===== src/rtl/lfsr_range_rng_if.sv =====
// Output handshake bundle of the range-limited LFSR random source.
// master drives value/valid/fallback, slave returns ready.
interface lfsr_range_rng_if #(
  parameter int OUT_WIDTH = 4
);
  logic                 out_valid;
  logic                 out_ready;
  logic [OUT_WIDTH-1:0] out_value;
  logic                 fallback;

  modport master (
    output out_valid,
    output out_value,
    output fallback,
    input  out_ready
  );

  modport slave (
    input  out_valid,
    input  out_value,
    input  fallback,
    output out_ready
  );
endinterface


===== src/rtl/lfsr_range_rng.sv =====
// Fibonacci XNOR LFSR with rejection sampling into [0, range_max].
// Define LFSR_LOCKUP_RECOVER_EN to escape the all-ones lockup state.
module lfsr_range_rng #(
  parameter int                    LFSR_WIDTH = 16,
  parameter logic [LFSR_WIDTH-1:0] TAPS       = 16'hB400,
  parameter logic [LFSR_WIDTH-1:0] SEED       = 16'hACE1,
  parameter int                    OUT_WIDTH  = 4,
  parameter int                    MAX_REJECT = 8
) (
  input  logic                  clk,
  input  logic                  reset,
  input  logic                  enable,
  input  logic                  seed_load,
  input  logic [LFSR_WIDTH-1:0] seed_in,
  input  logic [OUT_WIDTH-1:0]  range_max,
  lfsr_range_rng_if.master      out,
  output logic                  lockup
);

  localparam int RW = (MAX_REJECT > 1) ? $clog2(MAX_REJECT) : 1;
  localparam logic [LFSR_WIDTH-1:0] ONES = {LFSR_WIDTH{1'b1}};
  localparam logic [RW-1:0] REJ_LAST = RW'(MAX_REJECT - 1);

  typedef enum logic {
    GEN,
    HOLD
  } state_t;

  state_t                state_q, state_n;
  logic [LFSR_WIDTH-1:0] d_q, d_n;
  logic [RW-1:0]         rej_q, rej_n;
  logic                  valid_q, valid_n;
  logic [OUT_WIDTH-1:0]  value_q, value_n;
  logic                  fb_q, fb_n;
  logic                  lock_q, lock_n;

  logic [OUT_WIDTH-1:0]  cand;
  logic                  feedback;
  logic [LFSR_WIDTH-1:0] shifted;
  logic                  stuck;

  assign cand     = d_q[OUT_WIDTH-1:0];
  assign feedback = ~^(d_q & TAPS);
  assign shifted  = {feedback, d_q[LFSR_WIDTH-1:1]};

`ifdef LFSR_LOCKUP_RECOVER_EN
  assign stuck = (d_q == ONES);
`else
  assign stuck = 1'b0;
`endif

  always_ff @(posedge clk or posedge reset) begin
    if (reset) begin
      state_q <= GEN;
      d_q     <= SEED;
      rej_q   <= '0;
      valid_q <= 1'b0;
      value_q <= '0;
      fb_q    <= 1'b0;
      lock_q  <= 1'b0;
    end else begin
      state_q <= state_n;
      d_q     <= d_n;
      rej_q   <= rej_n;
      valid_q <= valid_n;
      value_q <= value_n;
      fb_q    <= fb_n;
      lock_q  <= lock_n;
    end
  end

  always_comb begin
    state_n = state_q;
    d_n     = d_q;
    rej_n   = rej_q;
    valid_n = valid_q;
    value_n = value_q;
    fb_n    = fb_q;
    lock_n  = 1'b0;
    if (seed_load) begin
      // An all-ones seed would lock the XNOR LFSR, so use SEED instead
      d_n     = (seed_in == ONES) ? SEED : seed_in;
      rej_n   = '0;
      valid_n = 1'b0;
      fb_n    = 1'b0;
      state_n = GEN;
    end else begin
      unique case (state_q)
        GEN: begin
          if (enable) begin
            if (stuck) begin
              d_n    = '0;
              lock_n = 1'b1;
            end else begin
              d_n = shifted;
              if (cand <= range_max) begin
                value_n = cand;
                fb_n    = 1'b0;
                rej_n   = '0;
                valid_n = 1'b1;
                state_n = HOLD;
              end else if (rej_q == REJ_LAST) begin
                value_n = '0;
                fb_n    = 1'b1;
                rej_n   = '0;
                valid_n = 1'b1;
                state_n = HOLD;
              end else begin
                rej_n = rej_q + 1'b1;
              end
            end
          end
        end
        HOLD: begin
          if (out.out_ready) begin
            valid_n = 1'b0;
            fb_n    = 1'b0;
            state_n = GEN;
          end
        end
        default: state_n = GEN;
      endcase
    end
  end

  assign out.out_valid = valid_q;
  assign out.out_value = value_q;
  assign out.fallback  = fb_q;
  assign lockup        = lock_q;

endmodule


===== src/flat_wrapper.sv =====
// flat-port wrapper written by rule: the top's interface ports become plain ports
module lfsr_range_rng_flat 
#(
  parameter int                    LFSR_WIDTH = 16,
  parameter logic [LFSR_WIDTH-1:0] TAPS       = 16'hB400,
  parameter logic [LFSR_WIDTH-1:0] SEED       = 16'hACE1,
  parameter int                    OUT_WIDTH  = 4,
  parameter int                    MAX_REJECT = 8
)
  (clk, reset, enable, seed_load, seed_in, range_max, lockup, out_out_valid, out_out_value, out_fallback, out_out_ready);
  lfsr_range_rng_if #(.OUT_WIDTH(OUT_WIDTH)) out_i ();
  input  logic clk;
  input  logic reset;
  input  logic enable;
  input  logic seed_load;
  input  logic [LFSR_WIDTH-1:0] seed_in;
  input  logic [OUT_WIDTH-1:0] range_max;
  output logic lockup;
  output wire logic [$bits(out_i.out_valid)-1:0] out_out_valid;
  output wire logic [$bits(out_i.out_value)-1:0] out_out_value;
  output wire logic [$bits(out_i.fallback)-1:0] out_fallback;
  input wire logic [$bits(out_i.out_ready)-1:0] out_out_ready;
  assign out_out_valid = out_i.out_valid;
  assign out_out_value = out_i.out_value;
  assign out_fallback = out_i.fallback;
  assign out_i.out_ready = out_out_ready;
  lfsr_range_rng #(.LFSR_WIDTH(LFSR_WIDTH), .TAPS(TAPS), .SEED(SEED), .OUT_WIDTH(OUT_WIDTH), .MAX_REJECT(MAX_REJECT)) u_core (.clk(clk), .reset(reset), .enable(enable), .seed_load(seed_load), .seed_in(seed_in), .range_max(range_max), .out(out_i), .lockup(lockup));
endmodule

===== config.mk =====
export PLATFORM = sky130hd
export DESIGN_NAME = lfsr_range_rng_flat
export DESIGN_NICKNAME = d
export VERILOG_FILES = /design/src/rtl/lfsr_range_rng_if.sv /design/src/rtl/lfsr_range_rng.sv /design/src/flat_wrapper.sv
export SDC_FILE = /design/constraint.sdc
export NUM_CORES = 1
export LEC_CHECK = 0
export BUFFER_PORTS_ARGS = -buffer_cell sky130_fd_sc_hd__buf_2
export CORE_ASPECT_RATIO = 0.7
export CORE_MARGIN = 1.5
export CORE_UTILIZATION = 35
export DETAILED_ROUTE_END_ITERATION = 7
export PLACE_DENSITY = 0.67
export SETUP_SLACK_MARGIN = 0.3
export SYNTH_ARGS = -nofsm -noshare
export SYNTH_HDL_FRONTEND = slang
export SYNTH_SLANG_ARGS = --single-unit

===== constraint.sdc =====
create_clock -name clk -period 2.42 [get_ports clk]
set_input_delay 0.121 -clock clk [delete_from_list [all_inputs] [get_ports clk]]
set_output_delay 0.121 -clock clk [all_outputs]
set_load 0.1 [all_outputs]

== Word-level counts from Yosys, hierarchy flattened ==
Cells that the tools add are included.

* Register bits after elaboration: 26
* Bits in latches: 0
* Memory bits (writable): 0
* Memory bits (read-only): 0
* Input bits: 25
* Output and inout port bits: 7
* Word-level logic and storage cells: 49
* Memories: 0

* Add/subtract/negate cells: 1
* Multipliers: 0
* Div/mod/pow operators: 0
* $lt $le $gt $ge: 1
* Eq/ne operators: 6
* Shifts and indexed selects: 0
* Multiplexer cells: 27
* Bitwise operators: 2
* Reductions and logical operators: 6

{| class="wikitable"
|+ Operator list
! kind !! number
|-
| 16-bit two-way mux || 4
|-
| 16-bit == test, second input constant || 1
|-
| 16-bit XNOR reduction || 1
|-
| 3-bit two-way mux || 5
|-
| 1-bit two-way mux || 13
|-
| 4-bit two-way mux || 2
|-
| 3-bit != test, second input constant || 2
|-
| 1-bit case mux with 2 select lines || 3
|-
| 4-bit less-or-equal comparator || 1
|-
| 4-bit by 2-bit != test with 1-bit output, second input constant || 1
|-
| 4-bit AND reduction || 1
|-
| 2-bit nonzero test || 2
|-
| 3-bit by 1-bit adder with 3-bit output, second input constant || 1
|-
| 3-bit == test, second input constant || 1
|-
| 3-bit AND reduction || 1
|-
| 2-bit != test, second input constant || 1
|-
| 1-bit inverter || 2
|-
| 2-bit AND reduction || 1
|}

== Logic depth before layout (Yosys ltp) ==
Gate-level depths: netlist of run 1.

* Depth after elaboration: 6
* Mapped depth: 6
* Gate-level depth less buffers: 6

== Worst setup path after synthesis of run 1 ==
Ideal clock, no wire load.

* Path type: register to register
* Start: register u_core.d_q[1]
* End: register u_core.value_q[0] (netlist: u_core.out.out_value[0])
* Setup time: 0.122 ns
* Arrival time: 1.648 ns
* Data required time: 2.298 ns
* Setup slack: 0.650 ns
* Stages on the path, launching flop included: 6
* Path buffers: 0
* Period minus slack after synthesis: 1.770 ns
* Cell sequence: dfrtp_1 -> ha_1 -> nor2b_4 -> o41a_1 -> a31o_4 -> a22o_1

* Word-level cells in the longest chain between the ends: 3
* Elaborated cells on any way between the ends: 4
* Classes of those cells: order compare: 1; mux: 1; reduce/logical: 2

{| class="wikitable"
|+ RTL lines
! item !! line !! RTL
|-
| from (decl) || lfsr_range_rng.sv:30 || <nowiki>logic [LFSR_WIDTH-1:0] d_q, d_n;</nowiki>
|-
| from (signal assigned) || lfsr_range_rng.sv:63 || <nowiki>d_q <= d_n;</nowiki>
|-
| 4-bit less-or-equal comparator * || lfsr_range_rng.sv:96 || <nowiki>if (cand <= range_max) begin</nowiki>
|-
| 2-bit nonzero test (no line) || - ||
|-
| 4-bit AND reduction (no line) || - ||
|-
| to (signal assigned) || lfsr_range_rng.sv:66 || <nowiki>value_q <= value_n;</nowiki>
|-
| to (decl) || lfsr_range_rng.sv:33 || <nowiki>logic [OUT_WIDTH-1:0] value_q, value_n;</nowiki>
|}

Mark *: on every way between the ends. The rest lies on a longest branch, timed or not.
A chain may end at the register's enable or synchronous reset.

== Final worst setup path of run 1 ==
* Start: register u_core.d_q[1]
* End: register u_core.value_q[3] (netlist: u_core.out.out_value[3])

The elaborated chain is that of the path after synthesis.

==> results of run 1 <==
## per-stage QoR
step / worst slack (ns) / std cells / utilization, % / hold WS, ns / total power [W]
final: 0.518 / 215 / 42.5 / 0.0684 / 0.00132
after global routing: 0.444 / 215 / 42.5 / 0.0724 / 0.00139
after CTS: 0.523 / 215 / 42.5 / 0.0627 / 0.00134
after detailed placement: 0.542 / 211 / 41.1 / 0.355 / 0.00106
after global placement: 0.602 / 211 / 41.1 / 0.347 / 0.00104
after floorplan: 0.650 / 135 / - / 0.155 / 0.000955
## final cells by class
cell class              count  share of cell area (%)
multi-input cells          88                    39.9
repair buffers             31                    9.57
clock buffers               4                    3.34
inverters                  14                    3.19
flip-flops and latches     26                    40.1
well taps                  52                    3.95
## flip-flops by register name (all words and copies together), names as in the netlist
| signal | cells |
|---|---|
| u_core.out.fallback | 1 |
| u_core.out.out_valid | 1 |
| u_core.out.out_value | 4 |
| u_core.state_q | 1 |
| u_core.d_q | 16 |
| u_core.rej_q | 3 |
## logic make-up after synthesis
kind of cell	Yosys count	synth area share, %
other	1	0.267
adder cells (fa/ha/maj)	6	5.35
XOR/XNOR	2	2.23
buffers and inverters	21	6.07
AND/OR/NAND/NOR	32	12.0
multiplexers	14	9.99
flip-flops	26	47.1
AO/OA/AOI/OAI	33	17.0
## layer usage
metal,GRT usage [%],up-vias,wire length [um],part of all wire (%)
met4,2.30,0,8,0.26
met5,0,-,0,0
met1,21.0,512,1520,50
met3,4.10,2,207,6.8
met2,22.3,46,1290,43
li1,-,536,-,-
## worst register-to-register path: stages (launching register included)
cell and delay [ns]:
dfrtp_1 0.43, ha_1 0.31, nor2b_4 0.13, o41a_1 0.40
a31o_4 0.30, a22o_1 0.23
## power breakdown
group	internal, W	switching (W)	leakage [nW]
Clock	0.000145	0.000131	0.0288
Combinational	0.000138	0.000348	0.479
Sequential	0.000514	0.0000470	0.314
## synthesized netlist by cell type
library cell and n:
o41a_1 1, dfstp_2 8, mux2i_1 14, nand2_1 15
buf_4 1, nor2b_1 1, dfrtp_1 18, o22a_1 1
ha_1 6, a31o_4 1, buf_1 2, o22ai_1 9
o41ai_4 1, buf_2 2, nand3_1 1, nor2b_4 1
clkbuf_1 2, conb_1 1, a22o_1 4, o21ai_0 9
nand3b_1 1, nor2_1 1, xnor2_1 1, a21oi_1 6
inv_1 14, nand4_1 7, xnor3_1 1, or3_1 2
o31ai_1 1, nand2b_1 3
## worst max-delay path by stage
stage                              from                 endpoint  slack [ns]
after floorplan           u_core.d_q[1]  u_core.out.out_value[0]        0.65
after global placement    u_core.d_q[1]  u_core.out.out_value[1]        0.60
after detailed placement  u_core.d_q[1]  u_core.out.out_value[3]        0.54
after CTS                 u_core.d_q[1]  u_core.out.out_value[3]        0.52
after global routing      u_core.d_q[1]  u_core.out.out_value[3]        0.44
final                     u_core.d_q[1]  u_core.out.out_value[3]        0.52
==> impl_metrics.py, run 1 <==
metrics = {
    "routing": {
        "drt_iter0_markers": 41,
        "drcViolationCount": 0,
        "num_vias": 1096,
        "vias_per_cell": 5.10,
        "detail_route.wirelength_mm": 3.02,
        "wl_per_cell_um": 14.1,
        "ant_nets": 0,
        "first_pass_iters": 4,
    },
    "placement": {
        "io_buffers": 30,
        "hpwlAfterDp_mm": 2.28,
        "gp_congestion": 0.781,
        "dpl_cell_area_um2": 1590,
    },
    "timing": {
        "setup_viol_count_final": 0,
        "max_freq_mhz": 526,
        "fin_crit_sh_pct": 78.6,
        "maxSlewHeadroom_pct": 34.0,
        "finalCriticalPeriod_ns": 1.90,
        "finalHoldViolations": 0,
        "setup_tns_ns": 0,
        "worst_clock_skew_ns": 0.00497,
        "worstMarginPinSlew_ns": 0.988,
        "rsz0062_at_grt": "false",
        "slew_viol_final": 0,
    },
    "final_layout": {
        "final_cell_mix": "buf_2, dfrtp_1, nand2_1",
        "fin_nets": 195,
        "nFillCells": 394,
        "area_delta_synth_final_pct": 17.5,
        "final_cell_area_um2": 1650,
        "regArea_um2": 661,
        "multiInputGateArea_um2": 657,
        "antenna_cells": 0,
        "drive_gt1_share_pct": 28.2,
        "final_common_cell": "buf_2",
    },
    "synthesis": {
        "syn_inst": 135,
        "yosys_warnings": 0,
        "syn_area_um2": 1400,
        "syn-num-nets": 166,
        "yosysTopAreaCell": "dfrtp_1",
        "synth_top_area_share_pct": 32.1,
        "ys_seq_area_share_pct": 47.1,
        "ys_ff_latch": 26,
        "synth.distinct_cells": 30,
        "synth_area_leaders": "dfrtp_1, dfstp_2, mux2i_1",
        "avgSynthCellArea_um2": 10.4,
    },
    "worst_setup_path": {
        "path_buf_inv": 0,
        "reg2reg_from": "u_core.d_q[1]",
        "cp.arrival_ns": 2.06,
        "worstPathRequired_ns": 2.58,
        "path_depth": 5,
        "critPathTopFamily": "compound AO/OA/AOI/OAI gates",
        "r2r_slack_ns": 0.52,
        "cp_cell_sequence": "ha_1, nor2b_4, o41a_1, a31o_4, a22o_1",
        "start_kind": "flip-flop",
        "crit_type": "flip-flop to flip-flop",
        "setup.worst_path.end_class": "flip-flop",
        "critPathMaxStageDelay_ns": 0.43,
        "worstRegToRegCells": 5,
        "regToRegEndpoint": "u_core.out.out_value[3]",
        "cp_max_fo": 6,
        "slowest_stage": "dfrtp_1",
    },
    "power": {
        "vdd_drop_max_mv": 0.550,
        "power.static_leakage_nw": 0.821,
        "power.density_nw_per_um2": 803,
    },
    "grt": {
        "grt_use_total_pct": 14.6,
        "grt_pass1_wl_mm": 4.94,
        "grt_antenna_before_repair": 0,
        "globalRoute.totalOverflow": 0,
        "grt_pass1_vias": 1054,
        "grt_max_degree": 33,
    },
    "floorplanning": {
        "core_um2": 3870,
        "io_pins": 32,
        "die_x_um": 78.7,
        "die_area_um2": 4400,
        "die_y_um": 56.0,
        "initial_core_util_pct": 36.2,
        "rows": 19,
    },
    "clock_network": {
        "post_cts_buffers": 0,
        "worstSkewPairLatency_ns": 0.27,
        "numCtsBuffers": 3,
        "post_cts_resized": 0,
        "path_clk_slew_ns": 0.09,
        "cts-root-buf": "clkbuf_8",
        "cts_buffer_depth": 2,
        "cts_num_sinks": 26,
        "cts_tree": "yes",
        "holdBufCountCts": 0,
        "h-tree-depth": 1,
    },
    "run": {
        "cap_violations": 0,
    },
    "status": {
        "status": "finished clean",
    },
    "hold_path": {
        "hp-class": "input pin to asynchronous set/reset pin",
    },
}
Note: power is estimated with default switching activity, not from simulation.
==> run 2: changes to the inputs <==
--- a/config.mk
+++ b/config.mk
@@ -5,12 +5,13 @@
 export SDC_FILE = /design/constraint.sdc
 export NUM_CORES = 1
 export LEC_CHECK = 0
+export ABC_AREA = 1
 export BUFFER_PORTS_ARGS = -buffer_cell sky130_fd_sc_hd__buf_2
 export CORE_ASPECT_RATIO = 0.7
 export CORE_MARGIN = 1.5
 export CORE_UTILIZATION = 35
 export DETAILED_ROUTE_END_ITERATION = 7
-export PLACE_DENSITY = 0.67
+export PLACE_DENSITY = 0.68
 export SETUP_SLACK_MARGIN = 0.3
 export SYNTH_ARGS = -nofsm -noshare
 export SYNTH_HDL_FRONTEND = slang
==> constraint.sdc (replaced) <==
create_clock -name clk -period 1.7 [get_ports clk]
set_input_delay 0.085 -clock clk [delete_from_list [all_inputs] [get_ports clk]]
set_output_delay 0.085 -clock clk [all_outputs]
set_load 0.1 [all_outputs]
==> impl_metrics.py, run 2 <==
metrics = {
    "status": {
        "status": "finished clean",
    },
    "placement": {
        "io_buffers": 30,
        "gp_congestion": 0.874,
        "dpl_cell_area_um2": 1730,
        "hpwlAfterDp_mm": 2.69,
    },
    "worst_setup_path": {
        "setup.worst_path.end_class": "flip-flop",
        "worstPathRequired_ns": 1.92,
        "reg2reg_from": "u_core.d_q[0]",
        "slowest_stage": "dfstp_2",
        "critPathTopFamily": "flip-flops",
        "path_buf_inv": 3,
        "start_kind": "flip-flop",
        "critPathLaunch": "u_core.d_q[0]",
        "r2r_slack_ns": 0.17,
        "cp.arrival_ns": 1.75,
        "endpoint": "u_core.out.fallback",
        "critPathMaxStageDelay_ns": 0.56,
        "path_depth": 12,
        "crit_type": "flip-flop to flip-flop",
        "regToRegEndpoint": "u_core.out.fallback",
        "worstRegToRegCells": 12,
        "crit_top_cell": "nand2_1",
        "cp_max_fo": 3,
        "cp_cell_sequence": "inv_2, ha_4, inv_2, nand2_1, nand2_1, nand2_2, nand2_4, nand2_4, buf_4, nor2_2, nand4_1, nand2_1",
    },
    "grt": {
        "grt_pass1_vias": 1213,
        "grt_antenna_before_repair": 0,
        "globalRoute.totalOverflow": 0,
        "grt_pass1_wl_mm": 6.09,
        "grt_max_degree": 27,
        "grt_use_total_pct": 17.3,
    },
    "final_layout": {
        "area_delta_synth_final_pct": 26.6,
        "final_cell_area_um2": 1910,
        "final_common_cell": "nand2_1",
        "multiInputGateArea_um2": 810,
        "nFillCells": 403,
        "drive_gt1_share_pct": 36.4,
        "regArea_um2": 661,
        "largest_register_ffs": 16,
        "antenna_cells": 0,
        "max_flop_register": "u_core.d_q",
        "fin_nets": 260,
        "final_cell_mix": "nand2_1, buf_2, dfrtp_1",
    },
    "timing": {
        "worst_clock_skew_ns": 0.00829,
        "fin_crit_sh_pct": 90.2,
        "slew_viol_final": 0,
        "setup_viol_count_final": 0,
        "max_freq_mhz": 652,
        "setup_tns_ns": 0,
        "finalHoldViolations": 0,
        "rsz0062_at_grt": "true",
        "finalCriticalPeriod_ns": 1.53,
        "whs_ns": 0.0280,
    },
    "synthesis": {
        "ys_ff_latch": 26,
        "avgSynthCellArea_um2": 8.00,
        "synth-async-reset-ratio_pct": 100,
        "syn-num-nets": 220,
        "syn_area_um2": 1510,
        "synth.distinct_cells": 29,
        "synth.most_common_cell": "nand2_1",
        "yosysTopAreaCell": "dfrtp_1",
        "synth_area_leaders": "dfrtp_1, nand2_1, dfstp_2",
        "synth_top_flop_cell": "dfrtp_1",
        "synthTopCellsByCount": "nand2_1, inv_1, dfrtp_1",
        "ys_seq_area_share_pct": 43.7,
        "synth_top_area_share_pct": 29.8,
        "synth_edf_count": 0,
        "yosys_warnings": 0,
        "syn_inst": 189,
    },
    "clock_network": {
        "h-tree-depth": 1,
        "cts_buffer_depth": 2,
        "cts_num_sinks": 26,
        "worstSkewPairLatency_ns": 0.28,
        "numCtsBuffers": 3,
        "path_clk_slew_ns": 0.10,
        "cts-root-buf": "clkbuf_8",
        "cts_tree": "yes",
    },
    "routing": {
        "ant_nets": 0,
        "wl_per_cell_um": 13.3,
        "vias_per_cell": 4.85,
        "first_pass_iters": 4,
        "num_vias": 1358,
        "detail_route.wirelength_mm": 3.73,
        "drt_iter0_markers": 97,
        "drcViolationCount": 0,
    },
    "power": {
        "vdd_drop_max_mv": 0.676,
        "power.density_nw_per_um2": 1120,
        "power.static_leakage_nw": 0.960,
        "p_total_w": 0.00214,
    },
    "floorplanning": {
        "die_area_um2": 4730,
        "die_x_um": 81.5,
        "rows": 19,
        "initial_core_util_pct": 37.4,
        "io_pins": 32,
        "core_um2": 4040,
        "die_y_um": 58.0,
    },
    "run": {
        "cap_violations": 0,
    },
    "hold_path": {
        "hp-class": "input pin to flip-flop",
    },
}
==> run 2: cell types whose count changed in the layout (fill, tap and decap cells not counted), moves of 8 or more <==
cell | before | now
nand2_1 | 15 | 52
mux2i_1 | 14 | 0
nor2_1 | 1 | 12
nand3_1 | 1 | 11
buf_4 | 1 | 9
o22ai_1 | 9 | 1
==> run 2: repair_timing <==
| item | 4_1_cts | 5_1_grt |
|---|---|---|
| endpoints found under the setup margin | 10 | 12 |
| buffers inserted | 5 | 1 |
| pin swaps | 2 | 9 |
| hold buffers | 1 | 0 |
| hold endpoints to repair | 18 | 0 |
| cloned | 1 | 0 |
| gates resized for setup | 7 | 11 |
==> run 2: worst register-to-register path, cell delays in order, from the launching register on <==
cell	delay (ns)
dfstp_2	0.56
inv_2	0.05
ha_4	0.15
inv_2	0.04
nand2_1	0.04
nand2_1	0.06
nand2_2	0.07
nand2_4	0.07
nand2_4	0.07
buf_4	0.14
nor2_2	0.07
nand4_1	0.09
nand2_1	0.08
==> run 2: cells by family (layout without fill, tap and decap cells) <==
kind of cell,count (synthesis),after routing,share of synthesized area (%)
and+or+nand+nor,98,99,29.4
buffers and inverters,29,67,9.44
xor gates and xnor gates,2,2,1.16
other,1,1,0.248
DFF,26,26,43.7
adders and majority gates,6,6,4.97
AOI/OAI and AO/OA,27,27,11.1
==> run 2: layer usage <==
| metal | vias to the layer above | GRT usage (%) | part of all wire (%) |
|---|---|---|---|
| li1 | 688 | - | - |
| met1 | 631 | 29.3 | 54 |
| met2 | 36 | 21.7 | 40 |
| met3 | 3 | 3.78 | 5.3 |
| met4 | 0 | 3.69 | 0.56 |
| met5 | - | 0 | 0 |
==> run 2: layout make-up <==
type,count,share of cell area [%]
multi-input combinational,135,42.3
sequential,26,34.5
timing repair buffer,40,11.9
inverter,23,4.97
tap,52,3.40
clock buffer,4,2.88
==> run 2: how the worst min path moves through the flow <==
stage / start / slack, ns / cells after the start / endpoint
floorplan: reset / 0.12 / 1 / u_core.d_q[12]
global placement: reset / 0.17 / 3 / u_core.out.fallback
detailed placement: reset / 0.16 / 3 / u_core.out.fallback
CTS: seed_in[15] / 0.03 / 3 / u_core.d_q[15]
global route: seed_in[5] / 0.04 / 3 / u_core.d_q[5]
finish: seed_in[15] / 0.03 / 3 / u_core.d_q[15]
==> run 2: per-stage QoR <==
stage / setup slack, ns / std cells / util [%]
global route: 0.0768 / 280 / 47.3
CTS: 0.189 / 279 / 46.2
floorplan: 0.242 / 189 / -
global placement: 0.164 / 268 / 42.7
detailed placement: 0.0926 / 268 / 42.7
finish: 0.166 / 280 / 47.3
==> run 2: power breakdown <==
group	leakage [nW]	internal (W)	switching [W]
logic	0.621	0.000250	0.000651
registers	0.310	0.000745	0.0000796
clock network	0.0288	0.000208	0.000208
total	0.960	0.00120	0.000939
==> run 3: changes to the inputs <==
==> constraint.sdc (replaced) <==
create_clock -name clk -period 1.7 [get_ports clk]
set_input_delay 0.255 -clock clk [delete_from_list [all_inputs] [get_ports clk]]
set_output_delay 0.255 -clock clk [all_outputs]
set_load 0.1 [all_outputs]
==> impl_metrics.py, run 3 (same netlist as run 2, synthesis figures left out) <==
metrics = {
    "clock_network": {
        "cts_tree": "yes",
        "cts_buffer_depth": 2,
        "numCtsBuffers": 3,
        "h-tree-depth": 1,
        "cts-root-buf": "clkbuf_8",
        "worstSkewPairLatency_ns": 0.28,
        "cts_num_sinks": 26,
        "path_clk_slew_ns": 0.09,
    },
    "routing": {
        "drcViolationCount": 0,
        "wl_met3_um": 259,
        "vias_per_cell": 4.93,
        "wl_per_cell_um": 13.8,
        "wl_met2_mm": 1.63,
        "first_pass_iters": 4,
        "detail_route.wirelength_mm": 3.86,
        "ant_nets": 0,
        "maxUsedRoutingLayer": "met4",
        "drt_iter0_markers": 94,
        "num_vias": 1375,
        "drt-met1-wl_mm": 1.92,
    },
    "final_layout": {
        "regArea_um2": 661,
        "final_cell_area_um2": 1890,
        "area_delta_synth_final_pct": 25.3,
        "fin_nets": 260,
        "multiInputGateArea_um2": 803,
        "nFillCells": 405,
        "final_common_cell": "nand2_1",
        "max_flop_register": "u_core.d_q",
        "drive_gt1_share_pct": 35.7,
        "final_cell_mix": "nand2_1, buf_2, inv_1, dfrtp_1, nor2_1",
        "antenna_cells": 0,
        "largest_register_ffs": 16,
    },
    "grt": {
        "globalRoute.totalOverflow": 0,
        "grt_use_total_pct": 18.0,
        "grt_pass1_wl_mm": 6.26,
        "grt_pass1_vias": 1241,
        "grt_antenna_before_repair": 0,
        "grt_max_degree": 27,
    },
    "power": {
        "p_sw_share_pct": 44.7,
        "power.static_leakage_nw": 0.964,
        "power.net_switching_w": 0.000934,
        "p_total_w": 0.00209,
        "power.share.clock_pct": 16.9,
        "p_seq_share_pct": 39.5,
        "power_frac_comb_pct": 43.6,
        "p_int_w": 0.00116,
        "power.density_nw_per_um2": 1100,
        "vdd_drop_max_mv": 0.508,
    },
    "worst_setup_path": {
        "setup.worst_path.end_class": "flip-flop",
        "start_kind": "flip-flop",
        "cp.arrival_ns": 1.68,
        "cp_max_fo": 5,
        "crit_type": "flip-flop to flip-flop",
        "worstPathRequired_ns": 1.87,
    },
    "floorplanning": {
        "die_area_um2": 4730,
        "io_pins": 32,
        "die_y_um": 58.0,
        "initial_core_util_pct": 37.4,
        "rows": 19,
        "core_um2": 4040,
        "die_x_um": 81.5,
    },
    "timing": {
        "slew_viol_final": 0,
        "worst_clock_skew_ns": 0.00224,
        "setup_viol_count_final": 0,
        "whs_ns": 0.0254,
        "fin_crit_sh_pct": 89.0,
        "finalHoldViolations": 0,
        "setup_tns_ns": 0,
        "max_freq_mhz": 661,
        "rsz0062_at_grt": "true",
        "finalCriticalPeriod_ns": 1.51,
    },
    "status": {
        "status": "finished clean",
    },
    "placement": {
        "dpl_cell_area_um2": 1730,
        "gp_congestion": 0.872,
        "io_buffers": 30,
        "hpwlAfterDp_mm": 2.77,
    },
    "hold_path": {
        "hp-class": "input pin to asynchronous set/reset pin",
    },
    "run": {
        "cap_violations": 0,
    },
}
run 3: layer usage:
layer	track usage, %	vias up
met5	0	-
met4	5.91	0
met1	27.8	646
met3	4.57	5
met2	24.3	37
li1	-	687
run 3: critical path: stages, from the launching register on:
cell	delay [ns]
dfstp_2	0.55
inv_2	0.05
ha_4	0.26
nand3_2	0.10
nand2_4	0.10
inv_4	0.04
nand2_4	0.07
nand2_4	0.08
nand2_1	0.09
o21ai_1	0.06
run 3: through the flow:
stage               util [%]  cells  setup WS [ns]
CTS                     45.2    278          0.209
detailed placement      42.9    269         0.0810
global route            46.9    279          0.115
floorplan                  -    189          0.242
global placement        42.9    269          0.166
finish                  46.9    279          0.187
run 3: worst paths after layout:
path	slack (ns)	depth (start not counted)	end	from
setup / recovery	0.19	9	u_core.out.out_value[1]	u_core.d_q[0]
hold / removal	0.03	3	u_core.out.fallback	reset
setup reg to reg	0.19	9	u_core.out.out_value[1]	u_core.d_q[0]
hold reg to reg	0.48	2	u_core.out.out_valid	u_core.out.out_valid
max in group asynchronous	1.37	3	u_core.d_q[15]	reset
min in group clk	0.20	3	u_core.d_q[13]	seed_in[13]
run 3: final cells by class:
type | instances | area share (%)
clock buffers | 3 | 2.18
inverters | 23 | 4.82
flip-flops and latches | 26 | 34.9
well taps | 52 | 3.43
repair buffers | 40 | 12.3
multi-input cells | 135 | 42.4
run 3: repair_timing:
action                                  in CTS  in global routing
setup buffers                                5                  1
hold buffers                                 0                  0
pin swaps                                    1                  8
hold endpoints to repair                     0                  0
resized for setup                            4                 13
endpoints found under the setup margin      10                 10
gates cloned                                 1                  0
run 3: power by group through the flow:
stage	Clock (W)	Combinational [W]	Sequential, W
floorplan	0	0.000315	0.00115
global placement	0	0.000788	0.000831
detailed placement	0	0.000804	0.000835
CTS	0.000362	0.000853	0.000822
global route	0.000383	0.000975	0.000837
finish	0.000353	0.000912	0.000825
